==> config.mk <==
export PLATFORM = sky130hd
export DESIGN_NAME = decode_stage
export DESIGN_NICKNAME = d
export VERILOG_FILES = /design/src/rtl/decode_stage.sv
export SDC_FILE = /design/constraint.sdc
export NUM_CORES = 1
export LEC_CHECK = 0
export CORE_ASPECT_RATIO = 1.2
export CORE_MARGIN = 3
export CORE_UTILIZATION = 35
export DETAILED_ROUTE_END_ITERATION = 8
export GPL_TIMING_DRIVEN = 0
export HOLD_SLACK_MARGIN = 0.08
export PLACE_DENSITY = 0.7
export SETUP_SLACK_MARGIN = 0.4
export SYNTH_ARGS = -nofsm -noshare
export SYNTH_HDL_FRONTEND = slang
export SYNTH_SLANG_ARGS = --single-unit
export TNS_END_PERCENT = 100
==> constraint.sdc <==
create_clock -name clk -period 6.5 [get_ports clk]
set_input_delay 1.3 -clock clk [delete_from_list [all_inputs] [get_ports clk]]
set_output_delay 1.3 -clock clk [all_outputs]
set_load 0.01 [all_outputs]
==> src/rtl/decode_stage.sv <==
// RV32I/RV64I instruction decoder feeding a small in-order output queue.
// Each queued record holds the one-hot op, format, immediate, raw register fields and pc.
module decode_stage #(
  parameter int XLEN   = 32,
  parameter int DEPTH  = 2,
  parameter bit STRICT = 1'b1
) (
  input  logic                    clk,
  input  logic                    rst_n,
  input  logic                    flush,
  input  logic                    in_valid,
  output logic                    in_ready,
  input  logic [31:0]             in_inst,
  input  logic [XLEN-1:0]         in_pc,
  output logic                    out_valid,
  input  logic                    out_ready,
  output logic [39:0]             out_op,
  output logic [2:0]              out_fmt,
  output logic [XLEN-1:0]         out_imm,
  output logic [4:0]              out_rd,
  output logic [4:0]              out_rs1,
  output logic [4:0]              out_rs2,
  output logic [XLEN-1:0]         out_pc,
  output logic                    out_illegal,
  output logic                    out_jump,
  output logic [$clog2(DEPTH):0]  count
);

  localparam int PW  = $clog2(DEPTH);
  localparam int SHW = (XLEN == 64) ? 6 : 5;
  localparam logic [PW:0] CNT_FULL = (PW+1)'(DEPTH);

  localparam logic [2:0] FMT_R = 3'd0;
  localparam logic [2:0] FMT_I = 3'd1;
  localparam logic [2:0] FMT_S = 3'd2;
  localparam logic [2:0] FMT_B = 3'd3;
  localparam logic [2:0] FMT_U = 3'd4;
  localparam logic [2:0] FMT_J = 3'd5;

  localparam logic [6:0] OPC_LUI    = 7'b0110111;
  localparam logic [6:0] OPC_AUIPC  = 7'b0010111;
  localparam logic [6:0] OPC_JAL    = 7'b1101111;
  localparam logic [6:0] OPC_JALR   = 7'b1100111;
  localparam logic [6:0] OPC_BRANCH = 7'b1100011;
  localparam logic [6:0] OPC_LOAD   = 7'b0000011;
  localparam logic [6:0] OPC_STORE  = 7'b0100011;
  localparam logic [6:0] OPC_OPIMM  = 7'b0010011;
  localparam logic [6:0] OPC_OP     = 7'b0110011;
  localparam logic [6:0] OPC_FENCE  = 7'b0001111;
  localparam logic [6:0] OPC_SYSTEM = 7'b1110011;

  localparam int OP_LUI   = 0;
  localparam int OP_AUIPC = 1;
  localparam int OP_JAL   = 2;
  localparam int OP_JALR  = 3;
  localparam int OP_BEQ   = 4;
  localparam int OP_BNE   = 5;
  localparam int OP_BLT   = 6;
  localparam int OP_BGE   = 7;
  localparam int OP_BLTU  = 8;
  localparam int OP_BGEU  = 9;
  localparam int OP_LB    = 10;
  localparam int OP_LH    = 11;
  localparam int OP_LW    = 12;
  localparam int OP_LBU   = 13;
  localparam int OP_LHU   = 14;
  localparam int OP_SB    = 15;
  localparam int OP_SH    = 16;
  localparam int OP_SW    = 17;
  localparam int OP_ADDI  = 18;
  localparam int OP_SLTI  = 19;
  localparam int OP_SLTIU = 20;
  localparam int OP_XORI  = 21;
  localparam int OP_ORI   = 22;
  localparam int OP_ANDI  = 23;
  localparam int OP_SLLI  = 24;
  localparam int OP_SRLI  = 25;
  localparam int OP_SRAI  = 26;
  localparam int OP_ADD   = 27;
  localparam int OP_SUB   = 28;
  localparam int OP_SLL   = 29;
  localparam int OP_SLT   = 30;
  localparam int OP_SLTU  = 31;
  localparam int OP_XOR   = 32;
  localparam int OP_SRL   = 33;
  localparam int OP_SRA   = 34;
  localparam int OP_OR    = 35;
  localparam int OP_AND   = 36;
  localparam int OP_FENCE = 37;
  localparam int OP_ECALL = 38;
  localparam int OP_EBRK  = 39;

  typedef struct packed {
    logic [39:0]     op;
    logic [2:0]      fmt;
    logic [XLEN-1:0] imm;
    logic [4:0]      rd;
    logic [4:0]      rs1;
    logic [4:0]      rs2;
    logic [XLEN-1:0] pc;
    logic            illegal;
    logic            jump;
  } rec_t;

  logic [6:0]      opcode;
  logic [2:0]      f3;
  logic [6:0]      f7;
  logic [4:0]      f_rd;
  logic [4:0]      f_rs1;
  logic [4:0]      f_rs2;
  logic [XLEN-1:0] imm_i;
  logic [XLEN-1:0] imm_s;
  logic [XLEN-1:0] imm_b;
  logic [XLEN-1:0] imm_u;
  logic [XLEN-1:0] imm_j;
  logic [XLEN-1:0] imm_sh;
  logic            sh_ok_l;
  logic            sh_ok_a;

  logic [39:0]     dec_op;
  logic [2:0]      dec_fmt;
  logic [XLEN-1:0] dec_imm;
  logic            dec_ill;
  rec_t            dec_rec;

  assign opcode = in_inst[6:0];
  assign f3     = in_inst[14:12];
  assign f7     = in_inst[31:25];
  assign f_rd   = in_inst[11:7];
  assign f_rs1  = in_inst[19:15];
  assign f_rs2  = in_inst[24:20];

  assign imm_i  = XLEN'($signed(in_inst[31:20]));
  assign imm_s  = XLEN'($signed({in_inst[31:25], in_inst[11:7]}));
  assign imm_b  = XLEN'($signed({in_inst[31], in_inst[7], in_inst[30:25], in_inst[11:8], 1'b0}));
  assign imm_u  = XLEN'($signed({in_inst[31:12], 12'b0}));
  assign imm_j  = XLEN'($signed({in_inst[31], in_inst[19:12], in_inst[20], in_inst[30:21], 1'b0}));
  assign imm_sh = XLEN'(in_inst[SHW+19:20]);

  // RV64 shifts borrow inst[25] as shamt[5]; on RV32 that bit must be zero
  assign sh_ok_l = (XLEN == 64) ? (in_inst[31:26] == 6'b000000) : (in_inst[31:25] == 7'b0000000);
  assign sh_ok_a = (XLEN == 64) ? (in_inst[31:26] == 6'b010000) : (in_inst[31:25] == 7'b0100000);

  always_comb begin
    dec_op  = '0;
    dec_fmt = FMT_R;
    dec_imm = '0;
    dec_ill = 1'b0;
    case (opcode)
      OPC_LUI: begin
        dec_op[OP_LUI] = 1'b1;
        dec_fmt        = FMT_U;
        dec_imm        = imm_u;
      end
      OPC_AUIPC: begin
        dec_op[OP_AUIPC] = 1'b1;
        dec_fmt          = FMT_U;
        dec_imm          = imm_u;
      end
      OPC_JAL: begin
        dec_op[OP_JAL] = 1'b1;
        dec_fmt        = FMT_J;
        dec_imm        = imm_j;
      end
      OPC_JALR: begin
        dec_fmt = FMT_I;
        dec_imm = imm_i;
        if (f3 == 3'b000) dec_op[OP_JALR] = 1'b1;
        else              dec_ill = 1'b1;
      end
      OPC_BRANCH: begin
        dec_fmt = FMT_B;
        dec_imm = imm_b;
        case (f3)
          3'b000:  dec_op[OP_BEQ]  = 1'b1;
          3'b001:  dec_op[OP_BNE]  = 1'b1;
          3'b100:  dec_op[OP_BLT]  = 1'b1;
          3'b101:  dec_op[OP_BGE]  = 1'b1;
          3'b110:  dec_op[OP_BLTU] = 1'b1;
          3'b111:  dec_op[OP_BGEU] = 1'b1;
          default: dec_ill = 1'b1;
        endcase
      end
      OPC_LOAD: begin
        dec_fmt = FMT_I;
        dec_imm = imm_i;
        case (f3)
          3'b000:  dec_op[OP_LB]  = 1'b1;
          3'b001:  dec_op[OP_LH]  = 1'b1;
          3'b010:  dec_op[OP_LW]  = 1'b1;
          3'b100:  dec_op[OP_LBU] = 1'b1;
          3'b101:  dec_op[OP_LHU] = 1'b1;
          default: dec_ill = 1'b1;
        endcase
      end
      OPC_STORE: begin
        dec_fmt = FMT_S;
        dec_imm = imm_s;
        case (f3)
          3'b000:  dec_op[OP_SB] = 1'b1;
          3'b001:  dec_op[OP_SH] = 1'b1;
          3'b010:  dec_op[OP_SW] = 1'b1;
          default: dec_ill = 1'b1;
        endcase
      end
      OPC_OPIMM: begin
        dec_fmt = FMT_I;
        dec_imm = imm_i;
        case (f3)
          3'b000: dec_op[OP_ADDI]  = 1'b1;
          3'b010: dec_op[OP_SLTI]  = 1'b1;
          3'b011: dec_op[OP_SLTIU] = 1'b1;
          3'b100: dec_op[OP_XORI]  = 1'b1;
          3'b110: dec_op[OP_ORI]   = 1'b1;
          3'b111: dec_op[OP_ANDI]  = 1'b1;
          3'b001: begin
            dec_imm = imm_sh;
            if (sh_ok_l) dec_op[OP_SLLI] = 1'b1;
            else         dec_ill = 1'b1;
          end
          default: begin
            dec_imm = imm_sh;
            if (sh_ok_l)      dec_op[OP_SRLI] = 1'b1;
            else if (sh_ok_a) dec_op[OP_SRAI] = 1'b1;
            else              dec_ill = 1'b1;
          end
        endcase
      end
      OPC_OP: begin
        dec_fmt = FMT_R;
        case ({f7, f3})
          {7'b0000000, 3'b000}: dec_op[OP_ADD]  = 1'b1;
          {7'b0100000, 3'b000}: dec_op[OP_SUB]  = 1'b1;
          {7'b0000000, 3'b001}: dec_op[OP_SLL]  = 1'b1;
          {7'b0000000, 3'b010}: dec_op[OP_SLT]  = 1'b1;
          {7'b0000000, 3'b011}: dec_op[OP_SLTU] = 1'b1;
          {7'b0000000, 3'b100}: dec_op[OP_XOR]  = 1'b1;
          {7'b0000000, 3'b101}: dec_op[OP_SRL]  = 1'b1;
          {7'b0100000, 3'b101}: dec_op[OP_SRA]  = 1'b1;
          {7'b0000000, 3'b110}: dec_op[OP_OR]   = 1'b1;
          {7'b0000000, 3'b111}: dec_op[OP_AND]  = 1'b1;
          default:              dec_ill = 1'b1;
        endcase
      end
      OPC_FENCE: begin
        dec_fmt = FMT_I;
        dec_imm = imm_i;
        if (f3 == 3'b000) dec_op[OP_FENCE] = 1'b1;
        else              dec_ill = 1'b1;
      end
      OPC_SYSTEM: begin
        dec_fmt = FMT_I;
        dec_imm = imm_i;
        if (f3 != 3'b000 || (STRICT && (f_rd != 5'd0 || f_rs1 != 5'd0)))
          dec_ill = 1'b1;
        else if (in_inst[31:20] == 12'h000)
          dec_op[OP_ECALL] = 1'b1;
        else if (in_inst[31:20] == 12'h001)
          dec_op[OP_EBRK] = 1'b1;
        else
          dec_ill = 1'b1;
      end
      default: dec_ill = 1'b1;
    endcase
    // an illegal record carries only its raw register fields and pc
    if (dec_ill) begin
      dec_op  = '0;
      dec_fmt = FMT_R;
      dec_imm = '0;
    end
  end

  assign dec_rec = '{
    op:      dec_op,
    fmt:     dec_fmt,
    imm:     dec_imm,
    rd:      f_rd,
    rs1:     f_rs1,
    rs2:     f_rs2,
    pc:      in_pc,
    illegal: dec_ill,
    jump:    dec_op[OP_JAL] | dec_op[OP_JALR]
  };

  rec_t          mem [DEPTH];
  rec_t          head;
  logic [PW-1:0] wr_ptr;
  logic [PW-1:0] rd_ptr;
  logic          init_done;
  logic          push;
  logic          pop;

  assign in_ready  = init_done && (count != CNT_FULL);
  assign out_valid = (count != '0);
  assign push      = in_valid && in_ready;
  assign pop       = out_valid && out_ready;

  // init_done holds in_ready low through reset and until the first edge after release
  always_ff @(posedge clk or negedge rst_n) begin
    if (!rst_n) begin
      wr_ptr    <= '0;
      rd_ptr    <= '0;
      count     <= '0;
      init_done <= 1'b0;
    end else begin
      init_done <= 1'b1;
      if (flush) begin
        wr_ptr <= '0;
        rd_ptr <= '0;
        count  <= '0;
      end else begin
        if (push) wr_ptr <= wr_ptr + PW'(1);
        if (pop)  rd_ptr <= rd_ptr + PW'(1);
        case ({push, pop})
          2'b10:   count <= count + (PW+1)'(1);
          2'b01:   count <= count - (PW+1)'(1);
          default: count <= count;
        endcase
      end
    end
  end

  always_ff @(posedge clk) begin
    if (push && !flush) mem[wr_ptr] <= dec_rec;
  end

  assign head = mem[rd_ptr];

  // gating by out_valid keeps the outputs at zero during reset and while empty
  assign out_op      = out_valid ? head.op      : '0;
  assign out_fmt     = out_valid ? head.fmt     : '0;
  assign out_imm     = out_valid ? head.imm     : '0;
  assign out_rd      = out_valid ? head.rd      : '0;
  assign out_rs1     = out_valid ? head.rs1     : '0;
  assign out_rs2     = out_valid ? head.rs2     : '0;
  assign out_pc      = out_valid ? head.pc      : '0;
  assign out_illegal = out_valid ? head.illegal : 1'b0;
  assign out_jump    = out_valid ? head.jump    : 1'b0;

endmodule

# --- After elaboration in Yosys (flattened, before gate mapping) ---
# Memory sizes are Yosys's and may differ from the RTL's.
# Cells that the tools add are included.
classes:
  add_sub_neg: 4
  eq_ne: 32
  muxes: 74
  bitwise_logic: 1
  n_reduce_logical: 29
op_table:
  columns: ["operator", "count"]
  rows:
  - ["$pmux W32 S6", 1]
  - ["$mux W32", 4]
  - ["$mux W40", 2]
  - ["$mux W1", 49]
  - ["$eq A10 B3 Y1 const B", 4]
  - ["$eq A7 B6 Y1 const B", 4]
  - ["$eq A7 B7 Y1 const B", 4]
  - ["$eq A10 B2 Y1 const B", 2]
  - ["$eq A10 B9 Y1 const B", 2]
  - ["$mux W5", 4]
  - ["$pmux W3 S5", 1]
  - ["$eq A7 B5 Y1 const B", 2]
  - ["$eq A12 B1 Y1 const B", 1]
  - ["$eq A3 B3 Y1 const B", 4]
  - ["$logic_not A12 Y1", 1]
  - ["$reduce_or A6 Y1", 2]
  - ["$eq A10 B1 Y1 const B", 1]
  - ["$logic_not A10 Y1", 1]
  - ["$mux W10", 1]
  - ["$reduce_bool A5 Y1", 2]
  - ["$reduce_or A10 Y1", 1]
  - ["$reduce_or A5 Y1", 2]
  - ["$mux W3", 3]
  - ["$mux W9", 1]
  - ["other kinds (27)", 41]
totals:
  regBits: 5
  ram_bits: 248
  in_bits: 69
  out_inout_bits: 128
  word_cells: 145
  mem_count: 1
memory_table:
  columns: ["name", "depth", "width", "rd", "rd_clocked_by_memory_dff", "write_ports", "line_no", "rtl"]
  rows:
  - ["mem", 2, 124, 1, 0, 1, "285", "rec_t mem [DEPTH];"]

# --- Depth between registers and ports, before layout ---
# Gate-level depths: netlist of run 1.
depth:
  depth_word: 7
  depth_mapped: 10

# --- Worst setup path after synthesis of run 1 ---
# Ideal clock, no wire load.
synth_timing:
  kind: "input to register"
  from: "in flush"
  to: "mem mem[0][0] in the netlist's numbering, enable pin"
  arrival_time_ps: 6624
  required_time_ps: 5892
  slack_ps: -732
  cell_stages: 2
  n_path_buf: 0
  path_cell_list: "nand3b_1 > nor2_1"
synth_via:
  elab_chain_cells: 4
synth_lines:
  columns: ["item", "line_no", "rtl"]
  rows:
  - ["start, declared", "10", "input logic flush,"]
  - ["$logic_not A1 Y1", "324", "if (push && !flush) mem[wr_ptr] <= dec_rec;"]
  - ["$logic_and A1 B1 Y1", "324", null]
  - ["$mux W1", "324", null]
  - ["$mux W1 (not written as such)", "324", null]
  - ["end, declared", "285", null]
# Every way passes these cells.

# --- Worst setup path in the final report of run 1 ---
layout_timing:
  from: "reg rd_ptr"
  to: "out out_rs2[2]"
layout_via:
  elab_chain_cells: 2
layout_lines:
  columns: ["item", "line_no", "rtl"]
  rows:
  - ["start, declared", "288", "logic [PW-1:0] rd_ptr;"]
  - ["start signal, assigned", "313", "if (pop) rd_ptr <= rd_ptr + PW'(1);"]
  - ["$mem_v2 Z2 W124", null, null]
  - ["$mux W5", "335", "assign out_rs2 = out_valid ? head.rs2 : '0;"]
  - ["end, declared", "22", "output logic [4:0] out_rs2,"]
# Every way passes these cells.

==> results of run 1 <==
## sequential cells by signal, indices dropped and copies added, names as in the netlist
signal     cells
rd_ptr         1
mem          248
init_done      1
wr_ptr         1
count          2
## Yosys cell counts, types with 2 or more instances
cell type	count
edfxtp_1	248
nor2_1	180
mux2i_1	124
nand2_1	41
a21oi_1	26
clkbuf_1	25
buf_1	18
nand3_1	12
nor3_1	9
inv_1	8
o21ai_0	8
nor2b_1	6
and3_1	5
dfrtp_1	5
nand2b_1	5
o211ai_1	5
a22oi_1	4
and2_1	4
and3b_1	3
buf_6	3
nor4_1	3
or3_1	3
xor2_1	3
a31oi_1	2
and4_1	2
nand3b_1	2
nand4_1	2
o22ai_1	2
or4_1	2
or4_4	2
## power breakdown
part / internal [mW] / switching, mW / leakage (nW)
clock network: 0.957 / 0.591 / 0.439
registers: 1.83 / 0.0115 / 2.07
logic: 0.203 / 0.219 / 1.79
## worst reg2reg max path, delay by kind of cell, from the launching register on
kind,cells,cell delay [ns]
and+or+nand+nor,4,1.21
buffers and inverters,3,0.72
DFF,1,0.45
## cell type report
class	instances	area (um^2)	area share [%]
sequential	253	7572	53.25
multi-input combinational	472	2904	20.42
timing repair buffer	204	2122	14.92
clock buffer	32	694.4	4.883
tap	390	488.0	3.431
clock inverter	16	205.2	1.443
buffer	47	200.2	1.408
inverter	8	30.03	0.2112
antenna	2	5.005	0.03519
## how the worst max path moves through the flow
stage / end / startpoint / cells past startpoint / slack (ns)
floorplan: mem[0][0] / flush / 2 / -0.73
global placement: mem[1][42] / flush / 3 / -4.37
detailed placement: out_rd[2] / rd_ptr / 6 / 2.00
CTS: out_rd[2] / rd_ptr / 6 / 1.44
global route: out_rd[2] / rd_ptr / 6 / 1.34
finish: out_rs2[2] / rd_ptr / 6 / 1.60
## cells by family (layout without fill, tap and decap cells)
kind of cell,count (synthesis),in the layout,synth area share (%)
other cells,1,3,0.03507
compound gates,59,59,3.417
xor+xnor,4,4,0.3277
flops,253,253,70.83
buf+inv,55,307,2.153
simple gates,284,284,11.63
mux,124,124,11.61
## metrics by stage
step	power [mW]	setup TNS, ns	util, %	hold slack [ns]	setup WS [ns]
3_3_place_gp	2.297	-1073.14	43.99	0.5606	-4.367
2_1_floorplan	2.065	-181.56	-	0.5376	-0.7321
3_5_place_dp	2.299	0	44.58	0.5945	2.002
5_1_grt	3.936	0	47.61	0.6229	1.341
6_report	3.807	0	47.61	0.5857	1.598
4_1_cts	3.850	0	47.59	0.6059	1.442
## metal layers
metal	track usage (%)	wire, um
met1	18.91	10200
met2	28.89	14220
met3	2.517	1576
met4	5.578	822
met5	0	0
==> flow_metrics.env, run 1 <==
export IMPL_hold_class="reg -> reg"
export IMPL_path_class="reg -> out"
export IMPL_area_growth_pct=33.01
export IMPL_cap_violations=0
export IMPL_hold_path_cell_count=2
export IMPL_ant_nets=0
export IMPL_cts_tree="done"
export IMPL_core_area_um2=29870
export IMPL_wl_per_cell_um=18.83
export IMPL_syn_avg_cell_area_um2=13.71
export IMPL_finalCriticalPeriod_ns=4.902
export IMPL_syn_inst=780
export IMPL_placed_cell_area_um2=13320
export IMPL_skew_ns=0.01090
export IMPL_clkTransAtPathRegs_ns=0.06
export IMPL_fin_crit_sh_pct=75.42
export IMPL_synth_distinct_cells=48
export IMPL_drt_first_pass_iters=5
export IMPL_grtUsageTotal_pct=15.88
export IMPL_layout_drive_gt1_share_pct=5.426
export IMPL_port_buffers=196
export IMPL_synth_edff_count=248
export IMPL_hold_viol=0
export IMPL_cts_made_buffers=27
export IMPL_max_freq_mhz=204.0
export IMPL_ys_top_cells_by_area="edfxtp_1 (70%), mux2i_1 (12%), nor2_1 (6.3%)"
export IMPL_final_area_um2=14220
export IMPL_drt_initial_drc_count=388
export IMPL_drt_wl_total_um=26810
export IMPL_cp_common_cell="clkbuf_1"
export IMPL_min_to="count[0]"
export IMPL_synthFlopType="edfxtp_1"
export IMPL_cp_arrival_ns=3.60
export IMPL_h_tree_depth=1
export IMPL_slew_headroom_pct=23.18
export IMPL_crit_slowest_cell="clkbuf_1"
export IMPL_dp_hpwl_um=19360
export IMPL_die_h_um=197.5
export IMPL_tightest_slew_ns=1.148
export IMPL_rows=69
export IMPL_ys_warn_count=0
export IMPL_worstPathCellList="clkbuf_1 -> clkbuf_1 -> buf_1 -> mux2i_1 -> nor2_1 -> clkdlybuf4s50_1"
export IMPL_place_gp_congestion=0.8603
export IMPL_postCtsSetupBuffers=0
export IMPL_cp_required_ns=5.20
export IMPL_antenna_found_initial=2
export IMPL_synth_top_cell_by_area="edfxtp_1"
export IMPL_ys_seq_area_share_pct=70.83
export IMPL_min_from="init_done"
export IMPL_worst_skew_pair_late_latency_ns=0.52
export IMPL_status="finished clean"
export IMPL_p_per_area_nw_per_um2=267.7
export IMPL_max_stage_delay_ns=0.65
export IMPL_grt_max_degree=31
export IMPL_cts_resized=0
export IMPL_layout_commonest_cell="edfxtp_1"
export IMPL_num_fill_cells=2681
export IMPL_hold_buffers=0
export IMPL_grt_pass1_vias=7012
export IMPL_yosysTopAreaCellShare_pct=69.65
export IMPL_cts_root_buf="clkbuf_16"
export IMPL_start_kind="flop"
export IMPL_r2r_start="count[0]"
export IMPL_rsz0062_at_grt="no"
export IMPL_critPathTopFamily="buffers and inverters"
export IMPL_final_cell_mix="edfxtp_1 (248), clkdlybuf4s50_1 (196), nor2_1 (178)"
export IMPL_timing_rr_end="mem[1][28]"
export IMPL_setup_viol=0
export IMPL_initial_utilization_pct=35.79
export IMPL_syn_cell_area_um2=10690
export IMPL_viasPerCell=4.916
export IMPL_synth_seq_cells=253
export IMPL_finish_cell_count_without_fillers=1424
export IMPL_cts_sinks=253
export IMPL_grt_overflow_total=0
export IMPL_cts_buffer_depth=3
export IMPL_die_w_um=165.6
export IMPL_syn_nets=849
export IMPL_irDropWorstVdd_v=0.0001622
export IMPL_die_area_um2=32690
export IMPL_path_buf_inv=4
export IMPL_synthArstFlopShare_pct=1.976
export IMPL_end_kind="output pin"
export IMPL_worstPathMaxFanout=10
export IMPL_dp_cells=1374
export IMPL_nets=1082
export IMPL_drcViolationCount=0
export IMPL_r2r_cells=7
export IMPL_io_pins=197
export IMPL_p_leak_nw=4.301
export IMPL_drv_slew=0
export IMPL_grt_pass1_wl_um=39600
export IMPL_num_vias=7000
export IMPL_r2r_slack_ns=3.81
Power figures use the tool's default switching activity.
==> run 2: changes to the inputs <==
==> constraint.sdc (replaced) <==
create_clock -name clk -period 4.2 [get_ports clk]
set_input_delay 0.84 -clock clk [delete_from_list [all_inputs] [get_ports clk]]
set_output_delay 0.84 -clock clk [all_outputs]
set_load 0.01 [all_outputs]
==> run 2 against run 1 <==
Clock power is 47% higher. Highest routed layer unchanged. Sequential share of layout area is 0.20 points lower. Die area stayed put. Wire length is 1.3% lower. Largest power group unchanged. Setup slack worse by 1.1 ns. Total power is 52% higher. Clock-buffer cell count is 3 higher. Combinational power is 56% higher. Critical path type unchanged. Hold slack worse by 0.046 ns.
==> flow_metrics.env, run 2 (synthesis gave the netlist of run 1 again) <==
export IMPL_cp_depth=6
export IMPL_drt_first_pass_iters=4
export IMPL_r2r_start="count[0]"
export IMPL_p_per_area_nw_per_um2=404.9
export IMPL_timing_rr_end="mem[1][58]"
export IMPL_path_class="reg -> out"
export IMPL_worstPathCellList="clkbuf_2 -> buf_2 -> buf_2 -> mux2i_1 -> nor2_1 -> clkdlybuf4s50_1"
export IMPL_setup_viol=0
export IMPL_max_stage_delay_ns=0.49
export IMPL_layout_drive_gt1_share_pct=6.770
export IMPL_num_vias=6929
export IMPL_reg_top3="mem x248, count x2"
export IMPL_p_leak_nw=4.354
export IMPL_nets=1084
export IMPL_drt_wl_total_um=26460
export IMPL_skew_ns=0.007545
export IMPL_end_kind="output pin"
export IMPL_clockPowerShare_pct=39.4
export IMPL_crit_start="rd_ptr"
export IMPL_cap_violations=0
export IMPL_place_gp_congestion=0.8632
export IMPL_drcViolationCount=0
export IMPL_seq_area_um2=7572
export IMPL_grt_max_degree=26
export IMPL_slew_headroom_pct=47.98
export IMPL_p_int_mw=4.511
export IMPL_irDropWorstVdd_v=0.0002293
export IMPL_viasPerCell=4.866
export IMPL_ant_nets=0
export IMPL_grt_pass1_vias=7063
export IMPL_antenna_found_initial=0
export IMPL_largest_register_ffs=248
export IMPL_max_freq_mhz=273.3
export IMPL_h_tree_depth=1
export IMPL_postCtsSetupBuffers=0
export IMPL_num_fill_cells=2641
export IMPL_top_register="mem"
export IMPL_r2r_cells=7
export IMPL_layout_commonest_cell="edfxtp_1"
export IMPL_core_area_um2=29870
export IMPL_cp_common_cell="buf_2"
export IMPL_rsz0062_at_grt="no"
export IMPL_tightest_slew_ns=0.7785
export IMPL_grtUsageTotal_pct=15.97
export IMPL_worst_skew_pair_late_latency_ns=0.52
export IMPL_cp_required_ns=3.36
export IMPL_total_power_mw=5.779
export IMPL_power_switching_mw=1.268
export IMPL_cts_made_buffers=27
export IMPL_hold_worst_slack_ns=0.5397
export IMPL_status="finished clean"
export IMPL_grt_overflow_total=0
export IMPL_initial_utilization_pct=35.79
export IMPL_cts_root_buf="clkbuf_16"
export IMPL_worstPathMaxFanout=10
export IMPL_diodes=0
export IMPL_cp_arrival_ns=2.82
export IMPL_drv_slew=0
export IMPL_r2r_slack_ns=1.52
export IMPL_path_buf_inv=4
export IMPL_finalCriticalPeriod_ns=3.659
export IMPL_crit_end="out_rs2[1]"
export IMPL_p_comb_share_pct=11.4
export IMPL_cts_sinks=253
export IMPL_multiInputGateArea_um2=2912
export IMPL_grt_pass1_wl_um=39800
export IMPL_final_cell_mix="edfxtp_1 (248), clkdlybuf4s50_1 (196), nor2_1 (177)"
export IMPL_hold_buffers=0
export IMPL_clkTransAtPathRegs_ns=0.06
export IMPL_hold_class="in -> async"
export IMPL_die_w_um=165.6
export IMPL_drt_initial_drc_count=397
export IMPL_hold_viol=0
export IMPL_critPathTopFamily="buffers and inverters"
export IMPL_io_pins=197
export IMPL_dp_hpwl_um=19490
export IMPL_seqPwrFrac_pct=49.2
export IMPL_crit_slowest_cell="clkdlybuf4s50_1"
export IMPL_area_growth_pct=33.52
export IMPL_die_h_um=197.5
export IMPL_die_area_um2=32690
export IMPL_cts_tree="done"
export IMPL_wl_per_cell_um=18.58
export IMPL_fin_crit_sh_pct=87.12
export IMPL_p_sw_share_pct=21.94
export IMPL_rows=69
export IMPL_cts_buffer_depth=3
export IMPL_port_buffers=196
export IMPL_start_kind="flop"
==> run 2: repair_timing <==
action | CTS | global route
setup endpoints to repair | 96 | 27
pin swaps | 0 | 0
gates resized for setup | 10 | 5
==> run 2: cell type report <==
cell class | count | area share [%]
buffer | 47 | 1.508
inverter | 8 | 0.2104
sequential | 253 | 53.05
timing repair buffer | 206 | 15.46
clock buffer | 35 | 4.943
clock inverter | 13 | 1.017
multi-input combinational | 472 | 20.40
tap | 390 | 3.418
==> run 2: metal layers <==
layer,share of wire (%),up-vias,GRT usage (%)
li1,-,3319,-
met1,39,3363,19.50
met2,53,211,28.86
met3,5.4,36,2.517
met4,2.6,0,4.961
met5,0,-,0
==> run 2: worst reg2reg max path, stage by stage, from the launching register on <==
cell      delay (ns)
dfrtp_1         0.48
nand2b_1        0.19
and2_1          0.16
nand3b_1        0.19
nor2_4          0.65
buf_12          0.28
buf_12          0.22
buf_16          0.20
==> run 2: how the worst min path moves through the flow <==
stage                         start   endpoint  slack, ns  depth (start not counted)
after global placement    init_done   count[0]       0.56                          2
after detailed placement  init_done   count[0]       0.61                          2
after floorplan               rst_n   count[0]       0.54                          0
final                         rst_n   count[0]       0.54                          1
after global routing          rst_n  init_done       0.55                          1
after CTS                     rst_n   count[0]       0.52                          1
==> run 2: power by group through the flow <==
stage	registers, mW	clock network [mW]	logic (mW)
global placement	2.90	0	0.641
global route	2.85	2.44	0.710
detailed placement	2.90	0	0.665
floorplan	2.90	0	0.292
finish	2.84	2.28	0.658
CTS	2.84	2.33	0.668
==> run 2: per-stage QoR <==
step	area (um^2)	worst slack [ns]	util (%)	TNS, ns	cells
2_1_floorplan	10700	-0.5069	-	-125.69	780
3_3_place_gp	13150	-2.897	44.01	-714.56	1366
3_5_place_dp	13400	0.1696	44.86	0	1376
4_1_cts	14270	0.4564	47.77	0	1424
5_1_grt	14270	0.4078	47.79	0	1424
6_report	14270	0.5408	47.79	0	1424
